### src/rtl/rr_arb3_sel.sv
`default_nettype none
// ============================================================================
// Module   : rr_arb3_sel
// Purpose  : Three-requester round-robin arbiter that produces the registered,
//            break-before-make one-hot select legs (A1/B1/C1) of an AOI222
//            used as a 3:1 inverting mux. Optional hold timeout.
// Revision : 1.0  initial release
// ============================================================================
module rr_arb3_sel #(
  parameter int MAX_HOLD = 8,   // max consecutive grant cycles, 0 = no limit
  parameter int CW       = 4    // hold counter width, 2**CW > MAX_HOLD
) (
  input  logic       CK,
  input  logic       RN,
  input  logic [2:0] REQ,
  input  logic       DONE,
  output logic [2:0] GNT,
  output logic [1:0] GNT_ID,
  output logic       BUSY,
  output logic       TIMEOUT
);

  typedef enum logic [0:0] {
    S_IDLE  = 1'b0,
    S_GRANT = 1'b1
  } state_t;

  localparam logic [CW-1:0] c_hold_max  = {CW{1'b1}};
  localparam logic [CW-1:0] c_hold_one  = CW'(1);
  localparam logic [CW-1:0] c_hold_last = (MAX_HOLD == 0) ? '0 : CW'(MAX_HOLD - 1);
  localparam logic [1:0]    c_id_none   = 2'd3;

  state_t        r_state;
  logic [2:0]    r_gnt;
  logic [1:0]    r_gnt_id;
  logic          r_busy;
  logic          r_timeout;
  logic [1:0]    r_last;
  logic [CW-1:0] r_hold;

  state_t        w_state_nxt;
  logic [2:0]    w_gnt_nxt;
  logic [1:0]    w_id_nxt;
  logic          w_to_nxt;
  logic [1:0]    w_last_nxt;
  logic [CW-1:0] w_hold_nxt;

  logic [1:0]    w_win_id;
  logic          w_win_vld;
  logic          w_to_hit;

  // Round-robin winner: search LAST+1, LAST+2, LAST (mod 3)
  always_comb begin
    w_win_id  = 2'd0;
    w_win_vld = |REQ;
    case (r_last)
      2'd0: begin
        if (REQ[1])      w_win_id = 2'd1;
        else if (REQ[2]) w_win_id = 2'd2;
        else             w_win_id = 2'd0;
      end
      2'd1: begin
        if (REQ[2])      w_win_id = 2'd2;
        else if (REQ[0]) w_win_id = 2'd0;
        else             w_win_id = 2'd1;
      end
      default: begin
        if (REQ[0])      w_win_id = 2'd0;
        else if (REQ[1]) w_win_id = 2'd1;
        else             w_win_id = 2'd2;
      end
    endcase
  end

  // Timeout fires on the edge where the hold count reaches MAX_HOLD-1
  assign w_to_hit = (MAX_HOLD != 0) && (r_hold == c_hold_last);

  // Next-state and next-output logic; every release passes through IDLE
  always_comb begin
    w_state_nxt = r_state;
    w_gnt_nxt   = r_gnt;
    w_id_nxt    = r_gnt_id;
    w_to_nxt    = 1'b0;
    w_last_nxt  = r_last;
    w_hold_nxt  = r_hold;
    case (r_state)
      S_IDLE: begin
        if (w_win_vld) begin
          w_state_nxt = S_GRANT;
          w_gnt_nxt   = 3'b001 << w_win_id;
          w_id_nxt    = w_win_id;
          w_last_nxt  = w_win_id;
          w_hold_nxt  = '0;
        end
      end
      S_GRANT: begin
        if (DONE || !REQ[r_last]) begin
          w_state_nxt = S_IDLE;
          w_gnt_nxt   = 3'b000;
          w_id_nxt    = c_id_none;
        end else if (w_to_hit) begin
          w_state_nxt = S_IDLE;
          w_gnt_nxt   = 3'b000;
          w_id_nxt    = c_id_none;
          w_to_nxt    = 1'b1;
        end else if (r_hold != c_hold_max) begin
          w_hold_nxt  = r_hold + c_hold_one;
        end
      end
      default: begin
        w_state_nxt = S_IDLE;
        w_gnt_nxt   = 3'b000;
        w_id_nxt    = c_id_none;
      end
    endcase
  end

  // State and output registers; reset puts requester 0 first in line
  always_ff @(posedge CK or negedge RN) begin
    if (!RN) begin
      r_state   <= S_IDLE;
      r_gnt     <= 3'b000;
      r_gnt_id  <= c_id_none;
      r_busy    <= 1'b0;
      r_timeout <= 1'b0;
      r_last    <= 2'd2;
      r_hold    <= '0;
    end else begin
      r_state   <= w_state_nxt;
      r_gnt     <= w_gnt_nxt;
      r_gnt_id  <= w_id_nxt;
      r_busy    <= |w_gnt_nxt;
      r_timeout <= w_to_nxt;
      r_last    <= w_last_nxt;
      r_hold    <= w_hold_nxt;
    end
  end

  assign GNT     = r_gnt;
  assign GNT_ID  = r_gnt_id;
  assign BUSY    = r_busy;
  assign TIMEOUT = r_timeout;

endmodule
`default_nettype wire

### config.mk
export PLATFORM = sky130hd
export DESIGN_NAME = rr_arb3_sel
export DESIGN_NICKNAME = d
export VERILOG_FILES = /design/src/rtl/rr_arb3_sel.sv
export SDC_FILE = /design/constraint.sdc
export NUM_CORES = 1
export LEC_CHECK = 0
export CORE_MARGIN = 3
export CORE_UTILIZATION = 41
export DETAILED_ROUTE_END_ITERATION = 8
export GPL_ROUTABILITY_DRIVEN = 0
export PLACE_DENSITY = 0.66
export SLEW_MARGIN = 20
export SYNTH_ARGS = -nofsm -noshare
export SYNTH_HDL_FRONTEND = slang
export SYNTH_SLANG_ARGS = --single-unit
### constraint.sdc
create_clock -name CK -period 1.7 [get_ports CK]
set_input_delay 0.34 -clock CK [delete_from_list [all_inputs] [get_ports CK]]
set_output_delay 0.34 -clock CK [all_outputs]
set_load 0.02 [all_outputs]
Word-level counts from Yosys, hierarchy flattened

Cells that the tools add are included.

Bits in registers: 14
Input port bits: 6

Add/sub/neg operators: 1
Magnitude comparators: 1
Equal/unequal tests: 8
Shift operators: 1
Mux-type cells: 29
Bitwise operators: 1
Reductions and logical operators: 8

Operators with widths:

| kind                  | number |
|---|---|
| $mux W2               | 8 |
| $mux W4               | 4 |
| $mux W3               | 3 |
| $mux W1               | 8 |
| $pmux W2 S2           | 2 |
| $pmux W4 S2           | 1 |
| $ne A2 B2 Y1 const B  | 3 |
| $pmux W3 S2           | 1 |
| $reduce_or A3 Y1      | 2 |
| $add A4 B1 Y4 const B | 1 |
| $eq A4 B3 Y1 const B  | 1 |
| $ne A4 B4 Y1 const B  | 1 |
| $reduce_and A2 Y1     | 2 |
| $reduce_and A4 Y1     | 1 |
| $lt A2 B3 Y1 const B  | 1 |
| $ne A3 B1 Y1 const B  | 1 |
| $shl A1 B2 Y3 const A | 1 |
| $bmux W1 S2           | 1 |
| $eq A2 B1 Y1 const B  | 1 |
| $logic_not A2 Y1      | 1 |
| $ne A2 B1 Y1 const B  | 1 |
| $pmux W1 S2           | 1 |
| $logic_not A1 Y1      | 1 |
| $logic_or A1 B1 Y1    | 1 |
| $not A1 Y1            | 1 |

Depth between registers and ports, before layout

Gate-level depths: netlist (run 1).

Depth in word-level cells: 7
Mapped depth: 6
Gate-level depth less buffers: 5

Least setup slack after synthesis (run 1)

No wires, ideal clock.

Path kind: reg2reg
From: register r_last[1]
To: register r_hold[0]
Data arrival time: 1335 ps
Data required time: 1576 ps
Setup slack: 241 ps
Stages on the path, launching flop included: 6
Path buffers: 1
Period minus slack after synthesis: 1459 ps
Cell sequence: dfstp_2 -> buf_4 -> nor3_2 -> nor4b_4 -> nand3_2 -> mux2i_1

Word-level cells in the longest chain between the ends: 6

Ends and longest elaborated chain:

| item                          | RTL line | RTL |
|---|---|---|
| start: declaration            | 38       | `logic [1:0] r_last;` |
| start signal: assignment      | 134      | `r_last <= w_last_nxt;` |
| $bmux W1 S2                   | 97       | `if (DONE \|\| !REQ[r_last]) begin` |
| $mux W1 (not written as such) | 97       |  |
| $logic_not A1 Y1              | 97       |  |
| $logic_or A1 B1 Y1            | 97       |  |
| $ne A2 B2 Y1 (no line)        | --       |  |
| $reduce_and A4 Y1 (no line)   | --       |  |
| end signal: assignment        | 135      | `r_hold <= w_hold_nxt;` |
| end: declaration              | 39       | `logic [CW-1:0] r_hold;` |

No other way between the ends. The select of a mux whose other input is x is not followed.
A chain may end at the register's enable or synchronous reset.

Worst setup path after layout (run 1)

From: register r_gnt[0], in the netlist GNT[0]
To: output GNT[0]

RTL lines:

| item                     | RTL line | RTL |
|---|---|---|
| start: declaration       | 34       | `logic [2:0] r_gnt;` |
| start signal: assignment | 130      | `r_gnt <= w_gnt_nxt;` |
| end: declaration         | 17       | `output logic [2:0] GNT,` |

No word-level cell between the ends.

==> flow_summary.html, run 1 <==
<table>
<tr><th>Metric</th><th>Value</th></tr>
<tr><th colspan="2">Finish</th></tr>
<tr><td>Number of cells in the finished layout apart from fillers</td><td>115</td></tr>
<tr><td>Number of antenna cells inserted</td><td>0</td></tr>
<tr><td>Number of nets in the layout</td><td>99</td></tr>
<tr><td>Layout-stage area growth over the synthesis result</td><td>26.51%</td></tr>
<tr><td>Utilization after layout</td><td>58.54%</td></tr>
<tr><td>Fraction of final layout cells with drive strength greater than 1</td><td>between 10% and 20%</td></tr>
<tr><th colspan="2">Global routing</th></tr>
<tr><td>Remaining Overflow, GRT</td><td>0</td></tr>
<tr><td>Global-route wire length before repair</td><td>2656 um</td></tr>
<tr><td>Gr usage total</td><td>15.13%</td></tr>
<tr><td>Pin count of the biggest net entering global routing</td><td>15</td></tr>
<tr><td>Global routing met2 resource utilization</td><td>20.59%</td></tr>
<tr><td>Antenna violations before repair</td><td>0</td></tr>
<tr><td>Layer with the highest usage</td><td>met2</td></tr>
<tr><td>Vias in the first global route</td><td>586</td></tr>
<tr><td>Fraction of met1 tracks used by global routing</td><td>just under 20%</td></tr>
<tr><td>Met3 routing resource usage after global routing</td><td>between 5 and 6%</td></tr>
<tr><th colspan="2">Setup path</th></tr>
<tr><td>Element type at the critical path start</td><td>flip-flop</td></tr>
<tr><td>Destination of the worst register-to-register timing path</td><td>r_hold[1]</td></tr>
<tr><td>Data required time of the critical path</td><td>1.36 ns</td></tr>
<tr><td>Worst R2R Setup Slack</td><td>0.25 ns</td></tr>
<tr><td>Worst-case reg-to-reg path depth</td><td>5</td></tr>
<tr><td>Standard cell with the maximum stage delay on the critical path</td><td>sky130_fd_sc_hd__clkdlybuf4s50_1</td></tr>
<tr><td>CP endpoint</td><td>GNT[0]</td></tr>
<tr><td>CP peak stage delay</td><td>between 0.6 and 0.7 ns</td></tr>
<tr><td>Start point of the critical path</td><td>GNT[0]</td></tr>
<tr><td>Worst-path fanout max</td><td>3</td></tr>
<tr><td>Classification of the worst setup path</td><td>flip-flop to primary output</td></tr>
<tr><td>Critical Path Stages</td><td>1</td></tr>
<tr><td>Sort of element at the end of the critical path</td><td>primary output</td></tr>
<tr><td>Buffering stage count on the worst path with inverters included</td><td>1</td></tr>
<tr><td>Reg2Reg Launch Point</td><td>r_last[0]</td></tr>
<tr><td>Worst EP arrival</td><td>1.28 ns</td></tr>
<tr><td>Kind of cell adding the most delay to the critical path</td><td>buffers and inverters</td></tr>
<tr><td>Critical Path, Cell by Cell</td><td>clkdlybuf4s50_1</td></tr>
<tr><th colspan="2">Logic synthesis</th></tr>
<tr><td>Number of distinct library cell variants in the gate-level netlist after synthesis</td><td>32</td></tr>
<tr><td>Number of instances in the synthesized netlist</td><td>between 70 and 80</td></tr>
<tr><td>Mapped Avg Cell Area</td><td>10.08 um2</td></tr>
<tr><td>Most numerous cell in the Yosys netlist</td><td>sky130_fd_sc_hd__dfrtp_1</td></tr>
<tr><td>Post-synth EDFFs</td><td>0</td></tr>
<tr><td>Summed instance area of the synthesized netlist</td><td>745.7 um2</td></tr>
<tr><td>Leading post-synthesis cells by instance count</td><td>11 x sky130_fd_sc_hd__dfrtp_1, 9 x sky130_fd_sc_hd__nand2_1, 5 x sky130_fd_sc_hd__inv_1</td></tr>
<tr><td>Post-synthesis register bit count</td><td>14</td></tr>
<tr><td>Sequential cell area fraction in the yosys report</td><td>47.48%</td></tr>
<tr><td>Number of nets produced by synthesis</td><td>81</td></tr>
<tr><td>Share of synthesized flip-flops with an asynchronous set or reset</td><td>between 90% and 100%</td></tr>
<tr><td>Most used flip-flop cell after synthesis</td><td>sky130_fd_sc_hd__dfrtp_1</td></tr>
<tr><td>Top cells by area in the synthesized netlist</td><td>sky130_fd_sc_hd__dfrtp_1 37%, sky130_fd_sc_hd__dfstp_2 11%, sky130_fd_sc_hd__mux2i_1 5.4%, sky130_fd_sc_hd__nand2_1 4.5%, sky130_fd_sc_hd__nor4b_4 3.2%</td></tr>
<tr><td>Top cell type by total area after synthesis</td><td>sky130_fd_sc_hd__dfrtp_1</td></tr>
<tr><td>Yosys warnings</td><td>0</td></tr>
<tr><td>Share of Yosys cell area claimed by the top area cell type</td><td>36.91%</td></tr>
<tr><th colspan="2">Run</th></tr>
<tr><td>Number of maximum-capacitance violations</td><td>0</td></tr>
<tr><th colspan="2">Die</th></tr>
<tr><td>Area enclosed by the die boundary</td><td>0.002366 mm2</td></tr>
<tr><td>Row count</td><td>14</td></tr>
<tr><td>Die W</td><td>48.65 um</td></tr>
<tr><td>Initial core utilization</td><td>46.27%</td></tr>
<tr><td>Die height</td><td>48.65 um</td></tr>
<tr><td>Core area</td><td>approximately 0.0016 mm2</td></tr>
<tr><td>Boundary pin count</td><td>13</td></tr>
<tr><th colspan="2">STA</th></tr>
<tr><td>Worst slew pin tran</td><td>0.2866 ns</td></tr>
<tr><td>Hold Violations, Final</td><td>0</td></tr>
<tr><td>Max Clock Skew</td><td>0.003641 ns</td></tr>
<tr><td>Top achievable clock speed</td><td>approximately 600 MHz</td></tr>
<tr><td>Final period utilization</td><td>between 90 and 100%</td></tr>
<tr><td># setup viols final</td><td>0</td></tr>
<tr><td>Pins Over Slew Limit</td><td>0</td></tr>
<tr><td>Post-route minimum period</td><td>1.625 ns</td></tr>
<tr><td>Setup TNS</td><td>0 ns</td></tr>
<tr><td>Setup repair after global routing missed its margin</td><td>no</td></tr>
<tr><td>Slew headroom</td><td>80.72%</td></tr>
<tr><th colspan="2">Clock network</th></tr>
<tr><td>Clock tree from TritonCTS</td><td>yes</td></tr>
<tr><td>H-tree depth</td><td>1</td></tr>
<tr><td>Setup fix buffers added after clock tree synthesis</td><td>0</td></tr>
<tr><td>Clock-pin slew reported for the worst setup and hold paths after clock tree synthesis</td><td>0.09 ns</td></tr>
<tr><td>Number of buffers between clock root and the deepest sink</td><td>2</td></tr>
<tr><td>Number of clock sinks</td><td>14</td></tr>
<tr><td>Clock Latency Late Sink</td><td>0.29 ns</td></tr>
<tr><td>Num CTS Buffers</td><td>3</td></tr>
<tr><td>Cell at the root of the clock tree</td><td>sky130_fd_sc_hd__clkbuf_4</td></tr>
<tr><th colspan="2">Placement</th></tr>
<tr><td>Port Buf Inserts</td><td>12</td></tr>
<tr><td>DP Wirelength</td><td>1108 um</td></tr>
<tr><td>Number of cells after detailed placement</td><td>111</td></tr>
<tr><th colspan="2">Drt</th></tr>
<tr><td>Remaining design rule violation count</td><td>0</td></tr>
<tr><td>Detail Route Antenna Nets</td><td>0</td></tr>
<tr><td>TritonRoute pass-1 iters</td><td>4</td></tr>
<tr><td>Sum of routed wire length over all layers</td><td>1515 um</td></tr>
<tr><td>Detailed-route wire length per cell</td><td>13.17 um</td></tr>
<tr><td>Drt first-iter violations</td><td>27</td></tr>
<tr><td>Per-cell via count in the routed design</td><td>5.191</td></tr>
<tr><td>Total number of vias</td><td>597</td></tr>
<tr><th colspan="2">Power and ir drop</th></tr>
<tr><td>Net load switching power</td><td>between 0.0005 and 0.0006 W</td></tr>
<tr><td>Internal Power</td><td>approximately 0.00094 W</td></tr>
<tr><td>Comb power frac</td><td>between 40% and 50%</td></tr>
<tr><td>Share of total power in sequential cells</td><td>about two fifths</td></tr>
<tr><td>Worst-case vdd ir drop</td><td>0.7631 mV</td></tr>
<tr><td>Total power divided by cell area</td><td>1609 mW/mm2</td></tr>
<tr><td>Fraction of power spent switching nets</td><td>38.23%</td></tr>
<tr><td>Standby leakage power</td><td>between 0.4 and 0.5 nW</td></tr>
<tr><td>Clock network fraction of total power</td><td>~16%</td></tr>
<tr><th colspan="2">Outcome</th></tr>
<tr><td>Status</td><td>finished clean</td></tr>
<tr><th colspan="2">Worst hold path</th></tr>
<tr><td>Class of the tightest hold or removal check</td><td>primary input to asynchronous set/reset pin</td></tr>
</table>
==> timing repair <==
| action | in CTS | in global routing |
|---|---|---|
| setup endpoints to repair | 2 | 0 |
| hold buffers | 0 | 0 |
| resized for setup | 2 | 0 |
==> layout make-up <==
type	instances	area (um2)
Sequential cell	14	354.1
Inverter	5	18.77
Clock buffer	4	36.28
Multi-Input combinational cell	51	349.1
Timing Repair Buffer	17	155.1
Fill cell	146	668.1
Tap cell	24	30.03
==> state kept, by name (all words and copies together) (netlist names) <==
signal / flops
r_hold: 4
r_last: 2
r_state: 1
GNT_ID: 2
TIMEOUT: 1
GNT: 3
BUSY: 1
==> cells by family (layout without fill, tap and decap cells) <==
family,after synthesis,in the layout,share of synthesized area [%]
compound gates,16,16,14.93
fa+ha+maj,1,1,1.678
buf+inv,9,26,5.703
flops,14,14,47.48
mux,4,4,5.369
simple gates,30,30,24.83
==> per-layer routing <==
| metal | vias up | wire [um] |
|---|---|---|
| li1 | 294 | - |
| met1 | 273 | 731 |
| met2 | 24 | 638 |
| met3 | 6 | 102 |
| met4 | 0 | 43 |
| met5 | - | 0 |
==> cell usage in the layout (no fill, tap or decap), drive strengths merged <==
| cell type | instances |
|---|---|
| inv | 5 |
| or2 | 1 |
| a2bb2oi | 2 |
| nand2 | 9 |
| ha | 1 |
| clkdlybuf4s50 | 10 |
| nor2 | 4 |
| mux2i | 4 |
| o21ba | 2 |
| a22oi | 1 |
| a32o | 1 |
| dlygate4sd2 | 2 |
| clkbuf | 4 |
| nand2b | 1 |
| nor2b | 3 |
| a21oi | 2 |
| nor4 | 1 |
| nor4b | 1 |
| nand3b | 3 |
| dfrtp | 11 |
| nand3 | 2 |
| nor3 | 4 |
| dfstp | 3 |
| and4b | 1 |
| o21ai | 6 |
| o22ai | 2 |
| buf | 5 |
==> power by group through the flow <==
stage,Combinational (W),Clock [W],Sequential [W]
2_1_floorplan,0.000426,0,0.000633
3_3_place_gp,0.000692,0,0.000598
3_5_place_dp,0.000697,0,0.000604
4_1_cts,0.000682,0.000256,0.000597
5_1_grt,0.000753,0.000280,0.000621
6_report,0.000678,0.000245,0.000596
==> worst min path at each step <==
stage	start	slack, ns	end	cells after the start
after floorplan	RN	0.04	BUSY	0
after global placement	r_hold[3]	0.49	TIMEOUT	1
after detailed placement	r_hold[3]	0.49	TIMEOUT	1
after CTS	RN	0.34	r_hold[2]	2
after global routing	RN	0.34	r_last[0]	2
final	RN	0.35	r_last[0]	2
==> metrics by stage <==
step / area (um2) / setup slack, ns / hold slack (ns) / power, W
5_1_grt: 943.4 / 0.009609 / 0.3427 / 0.001653
3_3_place_gp: 909.6 / -0.03593 / 0.4854 / 0.001291
4_1_cts: 943.4 / 0.05025 / 0.3443 / 0.001535
6_report: 943.4 / 0.07531 / 0.3485 / 0.001518
2_1_floorplan: 745.7 / 0.2411 / 0.04441 / 0.001059
3_5_place_dp: 909.6 / -0.05432 / 0.4877 / 0.001301
No activity file was read; power rests on OpenSTA's default activity.
==> inputs of run 2 (changes only) <==
ABC_CLOCK_PERIOD_IN_PS = 1700   (was not set)
SKIP_CTS_REPAIR_TIMING = 1   (was not set)
==> flow_summary.html, run 2 (same netlist as run 1, synthesis figures left out) <==
<table>
<tr><th>Metric</th><th>Value</th></tr>
<tr><th colspan="2">Global routing</th></tr>
<tr><td>Met3 routing resource usage after global routing</td><td>around 5.5%</td></tr>
<tr><td>Antenna violations before repair</td><td>0</td></tr>
<tr><td>Global routing met2 resource utilization</td><td>approximately a fifth</td></tr>
<tr><td>Gr usage total</td><td>15.19%</td></tr>
<tr><td>Fraction of met1 tracks used by global routing</td><td>about a fifth</td></tr>
<tr><td>Global-route wire length before repair</td><td>between 2000 and 3000 um</td></tr>
<tr><td>Remaining Overflow, GRT</td><td>0</td></tr>
<tr><td>Layer with the highest usage</td><td>met2</td></tr>
<tr><td>Pin count of the biggest net entering global routing</td><td>15</td></tr>
<tr><td>Vias in the first global route</td><td>587</td></tr>
<tr><th colspan="2">Power and ir drop</th></tr>
<tr><td>Fraction of power spent switching nets</td><td>37.88%</td></tr>
<tr><td>Total power divided by cell area</td><td>1608 mW/mm2</td></tr>
<tr><td>Internal Power</td><td>0.0009500 W</td></tr>
<tr><td>Worst-case vdd ir drop</td><td>roughly 0.78 mV</td></tr>
<tr><td>Standby leakage power</td><td>roughly 0.43 nW</td></tr>
<tr><td>Share of total power in sequential cells</td><td>38.9%</td></tr>
<tr><td>Total power</td><td>0.001529 W</td></tr>
<tr><td>Comb power frac</td><td>45.1%</td></tr>
<tr><td>Net load switching power</td><td>between 0.0005 and 0.0006 W</td></tr>
<tr><td>Clock network fraction of total power</td><td>16.0%</td></tr>
<tr><th colspan="2">Finish</th></tr>
<tr><td>Flip-flop count of the largest register after layout</td><td>4</td></tr>
<tr><td>Layout-stage area growth over the synthesis result</td><td>27.52%</td></tr>
<tr><td>Register name with the most flops</td><td>r_hold</td></tr>
<tr><td>Number of nets in the layout</td><td>99</td></tr>
<tr><td>Number of antenna cells inserted</td><td>0</td></tr>
<tr><td>Fraction of final layout cells with drive strength greater than 1</td><td>19.78%</td></tr>
<tr><td>Most common library cell in the layout ignoring fill and taps</td><td>sky130_fd_sc_hd__dfrtp_1</td></tr>
<tr><td>Post-route design area</td><td>about 950 um2</td></tr>
<tr><td>Leading cell types in the layout, fill and taps excluded</td><td>11 x sky130_fd_sc_hd__dfrtp_1, 10 x sky130_fd_sc_hd__clkdlybuf4s50_1, 9 x sky130_fd_sc_hd__nand2_1</td></tr>
<tr><th colspan="2">Die</th></tr>
<tr><td>Area enclosed by the die boundary</td><td>0.002366 mm2</td></tr>
<tr><td>Initial core utilization</td><td>46.27%</td></tr>
<tr><td>Die W</td><td>48.65 um</td></tr>
<tr><td>Core area</td><td>0.001612 mm2</td></tr>
<tr><td>Die height</td><td>just under 50 um</td></tr>
<tr><td>Row count</td><td>14</td></tr>
<tr><td>Boundary pin count</td><td>13</td></tr>
<tr><th colspan="2">Drt</th></tr>
<tr><td>Per-cell via count in the routed design</td><td>around 5.2</td></tr>
<tr><td>TritonRoute pass-1 iters</td><td>4</td></tr>
<tr><td>Detailed-route wire length per cell</td><td>roughly 13 um</td></tr>
<tr><td>Remaining design rule violation count</td><td>0</td></tr>
<tr><td>Detail Route Antenna Nets</td><td>0</td></tr>
<tr><td>Drt first-iter violations</td><td>25</td></tr>
<tr><td>Total number of vias</td><td>~600</td></tr>
<tr><td>Sum of routed wire length over all layers</td><td>1513 um</td></tr>
<tr><th colspan="2">Clock network</th></tr>
<tr><td>Number of clock sinks</td><td>14</td></tr>
<tr><td>Clock tree from TritonCTS</td><td>yes</td></tr>
<tr><td>Clock Latency Late Sink</td><td>0.29 ns</td></tr>
<tr><td>Cell at the root of the clock tree</td><td>sky130_fd_sc_hd__clkbuf_4</td></tr>
<tr><td>Number of buffers between clock root and the deepest sink</td><td>2</td></tr>
<tr><td>Num CTS Buffers</td><td>3</td></tr>
<tr><td>Clock-pin slew reported for the worst setup and hold paths after clock tree synthesis</td><td>0.09 ns</td></tr>
<tr><td>H-tree depth</td><td>1</td></tr>
<tr><th colspan="2">STA</th></tr>
<tr><td>Pins Over Slew Limit</td><td>0</td></tr>
<tr><td>Worst slew pin tran</td><td>0.2866 ns</td></tr>
<tr><td>Hold Violations, Final</td><td>0</td></tr>
<tr><td>Setup repair after global routing missed its margin</td><td>no</td></tr>
<tr><td># setup viols final</td><td>0</td></tr>
<tr><td>Max Clock Skew</td><td>0.003124 ns</td></tr>
<tr><td>Setup TNS</td><td>0 ns</td></tr>
<tr><td>Post-route minimum period</td><td>1.625 ns</td></tr>
<tr><td>Top achievable clock speed</td><td>615.5 MHz</td></tr>
<tr><td>Final period utilization</td><td>95.58%</td></tr>
<tr><td>Slew headroom</td><td>80.71%</td></tr>
<tr><th colspan="2">Setup path</th></tr>
<tr><td>Worst-path fanout max</td><td>3</td></tr>
<tr><td>Destination of the worst register-to-register timing path</td><td>r_hold[1]</td></tr>
<tr><td>Worst EP arrival</td><td>1.28 ns</td></tr>
<tr><td>Sort of element at the end of the critical path</td><td>primary output</td></tr>
<tr><td>Buffering stage count on the worst path with inverters included</td><td>1</td></tr>
<tr><td>Kind of cell adding the most delay to the critical path</td><td>buffers and inverters</td></tr>
<tr><td>Standard cell with the maximum stage delay on the critical path</td><td>sky130_fd_sc_hd__clkdlybuf4s50_1</td></tr>
<tr><td>CP peak stage delay</td><td>0.62 ns</td></tr>
<tr><td>Critical Path, Cell by Cell</td><td>clkdlybuf4s50_1</td></tr>
<tr><td>Reg2Reg Launch Point</td><td>r_last[0]</td></tr>
<tr><td>Element type at the critical path start</td><td>flip-flop</td></tr>
<tr><td>Worst-case reg-to-reg path depth</td><td>5</td></tr>
<tr><td>Worst R2R Setup Slack</td><td>roughly 0.25 ns</td></tr>
<tr><td>Data required time of the critical path</td><td>1.36 ns</td></tr>
<tr><td>Classification of the worst setup path</td><td>flip-flop to primary output</td></tr>
<tr><th colspan="2">Placement</th></tr>
<tr><td>DP Wirelength</td><td>1108 um</td></tr>
<tr><td>Area after DPL</td><td>around 910 um2</td></tr>
<tr><td>Port Buf Inserts</td><td>12</td></tr>
<tr><th colspan="2">Worst hold path</th></tr>
<tr><td>Class of the tightest hold or removal check</td><td>primary input to asynchronous set/reset pin</td></tr>
<tr><th colspan="2">Outcome</th></tr>
<tr><td>Status</td><td>finished clean</td></tr>
<tr><th colspan="2">Run</th></tr>
<tr><td>Number of maximum-capacitance violations</td><td>0</td></tr>
</table>
==> run 2: changes by cell type in the layout (fill, tap and decap cells not counted) <==
cell / change
sky130_fd_sc_hd__dlygate4sd2_1: -2
sky130_fd_sc_hd__dlymetal6s2s_1: +2
==> run 2: per-layer routing <==
layer  part of all wire, %  vias up
met3                   8.1        6
met5                     0        -
met1                    47      274
met2                    42       28
met4                   2.8        0
li1                      -      294
==> run 2: metrics by stage <==
stage | setup WS (ns) | std cells | hold WS, ns | utilization [%]
6_report | 0.07521 | 115 | 0.3488 | 59.01
3_3_place_gp | -0.03593 | 111 | 0.4854 | 56.44
2_1_floorplan | 0.2411 | 74 | 0.04441 | -
5_1_grt | 0.009609 | 115 | 0.3427 | 59.01
3_5_place_dp | -0.05432 | 111 | 0.4877 | 56.44
4_1_cts | -0.08998 | 115 | 0.3443 | 58.70
==> run 2: worst max-delay path by stage <==
stage          startpoint         to  slack, ns  cells past startpoint
3_5_place_dp       REQ[0]  r_hold[1]      -0.05                      6
2_1_floorplan   r_last[1]  r_hold[0]       0.24                      5
6_report           GNT[0]     GNT[0]       0.08                      1
3_3_place_gp       REQ[2]  GNT_ID[1]      -0.04                      5
5_1_grt            GNT[0]     GNT[0]       0.01                      1
4_1_cts         GNT_ID[0]  GNT_ID[0]      -0.09                      1
==> run 2: area by class of cell <==
cell class	instances	area [um2]
Tap cell	24	30.03
Clock buffer	4	36.28
Multi-Input combinational cell	51	349.1
Sequential cell	14	354.1
Inverter	5	18.77
Timing Repair Buffer	17	162.7
Fill cell	144	660.6
==> run 2: power by group through the flow <==
stage	Combinational, W	Clock, W	Sequential (W)
5_1_grt	0.000763	0.000280	0.000621
4_1_cts	0.000700	0.000256	0.000598
2_1_floorplan	0.000426	0	0.000633
3_5_place_dp	0.000697	0	0.000604
3_3_place_gp	0.000692	0	0.000598
6_report	0.000690	0.000244	0.000595
==> inputs of run 3 (changes only) <==
ABC_CLOCK_PERIOD_IN_PS = 1800   (was 1700)
REMOVE_ABC_BUFFERS = 1   (was not set)
clock period = 1.8 ns   (was 1.7 ns; I/O delays follow)
==> flow_summary.html, run 3 (same netlist as run 1, synthesis figures left out) <==
<table>
<tr><th>Metric</th><th>Value</th></tr>
<tr><th colspan="2">Outcome</th></tr>
<tr><td>Status</td><td>finished clean</td></tr>
<tr><th colspan="2">Placement</th></tr>
<tr><td>Minimum setup slack after placement</td><td>-0.04275 ns</td></tr>
<tr><td>DP Wirelength</td><td>1109 um</td></tr>
<tr><td>Area after DPL</td><td>roughly 900 um2</td></tr>
<tr><td>Port Buf Inserts</td><td>12</td></tr>
<tr><th colspan="2">Finish</th></tr>
<tr><td>Number of nets in the layout</td><td>98</td></tr>
<tr><td>Fraction of final layout cells with drive strength greater than 1</td><td>18.89%</td></tr>
<tr><td>Leading cell types in the layout, fill and taps excluded</td><td>11 x sky130_fd_sc_hd__dfrtp_1, 10 x sky130_fd_sc_hd__clkdlybuf4s50_1, 9 x sky130_fd_sc_hd__nand2_1</td></tr>
<tr><td>Register name with the most flops</td><td>r_hold</td></tr>
<tr><td>Layout-stage area growth over the synthesis result</td><td>26.51%</td></tr>
<tr><td>Post-route design area</td><td>943.4 um2</td></tr>
<tr><td>Most common library cell in the layout ignoring fill and taps</td><td>sky130_fd_sc_hd__dfrtp_1</td></tr>
<tr><td>Flip-flop count of the largest register after layout</td><td>4</td></tr>
<tr><td>Number of antenna cells inserted</td><td>0</td></tr>
<tr><th colspan="2">Global routing</th></tr>
<tr><td>Antenna violations before repair</td><td>0</td></tr>
<tr><td>Pin count of the biggest net entering global routing</td><td>15</td></tr>
<tr><td>Remaining Overflow, GRT</td><td>0</td></tr>
<tr><td>Vias in the first global route</td><td>540</td></tr>
<tr><td>Gr usage total</td><td>13.04%</td></tr>
<tr><td>Global-route wire length before repair</td><td>2408 um</td></tr>
<tr><th colspan="2">Setup path</th></tr>
<tr><td>Buffering stage count on the worst path with inverters included</td><td>1</td></tr>
<tr><td>Destination of the worst register-to-register timing path</td><td>GNT_ID[1]</td></tr>
<tr><td>Classification of the worst setup path</td><td>flip-flop to primary output</td></tr>
<tr><td>CP peak stage delay</td><td>just over 0.6 ns</td></tr>
<tr><td>Critical Path Stages</td><td>1</td></tr>
<tr><td>Start point of the critical path</td><td>GNT[1]</td></tr>
<tr><td>Critical Path, Cell by Cell</td><td>clkdlybuf4s50_1</td></tr>
<tr><td>Standard cell with the maximum stage delay on the critical path</td><td>sky130_fd_sc_hd__clkdlybuf4s50_1</td></tr>
<tr><td>Worst EP arrival</td><td>around 1.3 ns</td></tr>
<tr><td>Data required time of the critical path</td><td>1.44 ns</td></tr>
<tr><td>Kind of cell adding the most delay to the critical path</td><td>buffers and inverters</td></tr>
<tr><td>Worst R2R Setup Slack</td><td>approximately 0.25 ns</td></tr>
<tr><td>Worst-case reg-to-reg path depth</td><td>4</td></tr>
<tr><td>Reg2Reg Launch Point</td><td>r_last[1]</td></tr>
<tr><td>CP endpoint</td><td>GNT[1]</td></tr>
<tr><td>Worst-path fanout max</td><td>3</td></tr>
<tr><td>Sort of element at the end of the critical path</td><td>primary output</td></tr>
<tr><td>Element type at the critical path start</td><td>flip-flop</td></tr>
<tr><th colspan="2">Die</th></tr>
<tr><td>Die W</td><td>roughly 49 um</td></tr>
<tr><td>Row count</td><td>14</td></tr>
<tr><td>Die height</td><td>between 40 and 50 um</td></tr>
<tr><td>Core area</td><td>0.001612 mm2</td></tr>
<tr><td>Area enclosed by the die boundary</td><td>0.002366 mm2</td></tr>
<tr><td>Initial core utilization</td><td>46.27%</td></tr>
<tr><td>Boundary pin count</td><td>13</td></tr>
<tr><th colspan="2">STA</th></tr>
<tr><td>Max Clock Skew</td><td>0.01326 ns</td></tr>
<tr><td># setup viols final</td><td>0</td></tr>
<tr><td>Top achievable clock speed</td><td>between 600 and 700 MHz</td></tr>
<tr><td>Worst slew pin tran</td><td>0.3841 ns</td></tr>
<tr><td>Slew headroom</td><td>74.28%</td></tr>
<tr><td>Setup WS post-layout</td><td>0.1880 ns</td></tr>
<tr><td>Hold Violations, Final</td><td>0</td></tr>
<tr><td>Setup repair after global routing missed its margin</td><td>no</td></tr>
<tr><td>Post-route minimum period</td><td>~1.6 ns</td></tr>
<tr><td>Pins Over Slew Limit</td><td>0</td></tr>
<tr><td>Final period utilization</td><td>between 80% and 90%</td></tr>
<tr><th colspan="2">Clock network</th></tr>
<tr><td>Clock Latency Late Sink</td><td>0.28 ns</td></tr>
<tr><td>Number of clock sinks</td><td>14</td></tr>
<tr><td>Clock-pin slew reported for the worst setup and hold paths after clock tree synthesis</td><td>about 0.090 ns</td></tr>
<tr><td>Cell at the root of the clock tree</td><td>sky130_fd_sc_hd__clkbuf_4</td></tr>
<tr><td>Num CTS Buffers</td><td>3</td></tr>
<tr><td>Number of buffers between clock root and the deepest sink</td><td>2</td></tr>
<tr><td>H-tree depth</td><td>1</td></tr>
<tr><td>Clock tree from TritonCTS</td><td>yes</td></tr>
<tr><th colspan="2">Drt</th></tr>
<tr><td>Remaining design rule violation count</td><td>0</td></tr>
<tr><td>Detail Route Antenna Nets</td><td>0</td></tr>
<tr><td>Total number of vias</td><td>566</td></tr>
<tr><td>TritonRoute pass-1 iters</td><td>4</td></tr>
<tr><td>Per-cell via count in the routed design</td><td>4.965</td></tr>
<tr><td>Drt first-iter violations</td><td>16</td></tr>
<tr><td>Sum of routed wire length over all layers</td><td>1448 um</td></tr>
<tr><td>Detailed-route wire length per cell</td><td>12.70 um</td></tr>
<tr><th colspan="2">Power and ir drop</th></tr>
<tr><td>Total power divided by cell area</td><td>1506 mW/mm2</td></tr>
<tr><td>Standby leakage power</td><td>0.4282 nW</td></tr>
<tr><td>Worst-case vdd ir drop</td><td>1.043 mV</td></tr>
<tr><th colspan="2">Run</th></tr>
<tr><td>Number of maximum-capacitance violations</td><td>0</td></tr>
<tr><th colspan="2">Worst hold path</th></tr>
<tr><td>Class of the tightest hold or removal check</td><td>primary input to asynchronous set/reset pin</td></tr>
</table>
==> run 3: cell type report <==
type,count,area [um2]
Clock buffer,4,36.28
Sequential cell,14,354.1
Inverter,5,18.77
Fill cell,158,668.1
Tap cell,24,30.03
Multi-Input combinational cell,51,349.1
Timing Repair Buffer,16,155.1
==> run 3: through the flow <==
stage | hold slack, ns | cells | TNS, ns | total power [W] | utilization (%)
floorplan | 0.06441 | 70 | 0 | 0.0009672 | -
global placement | 0.4825 | 110 | -0.1065 | 0.001197 | 55.98
detailed placement | 0.4921 | 110 | -0.1964 | 0.001212 | 55.98
CTS | 0.3841 | 114 | 0 | 0.001445 | 58.23
global route | 0.3843 | 114 | 0 | 0.001527 | 58.54
finish | 0.3727 | 114 | 0 | 0.001421 | 58.54
==> run 3: worst min-delay path by stage <==
stage                     end  slack [ns]  cells after the start
CTS                 r_last[0]        0.38                      2
detailed placement    TIMEOUT        0.49                      1
global route          r_state        0.38                      2
global placement    r_hold[0]        0.48                      1
finish                r_state        0.37                      2
floorplan                BUSY        0.06                      0
==> run 3: per-layer routing <==
layer	part of all wire (%)	GRT usage (%)	wire, um	vias to the layer above
met3	5.1	5.215	74	0
li1	-	-	-	289
met2	45	19.23	654	12
met4	0	1.422	0	0
met1	50	18.46	719	265
met5	0	0	0	-
==> run 3: worst register-to-register path, stage by stage (launching register included) <==
cell,delay (ns)
sky130_fd_sc_hd__dfstp_2,0.63
sky130_fd_sc_hd__nor3_2,0.08
sky130_fd_sc_hd__nor4b_4,0.41
sky130_fd_sc_hd__a21oi_2,0.18
sky130_fd_sc_hd__o21ba_1,0.20
==> run 3: power by group <==
part	switching (W)	total, W	internal, W
combinational	0.000310	0.000612	0.000302
sequential	0.000129	0.000583	0.000454
clock	0.000103	0.000226	0.000123
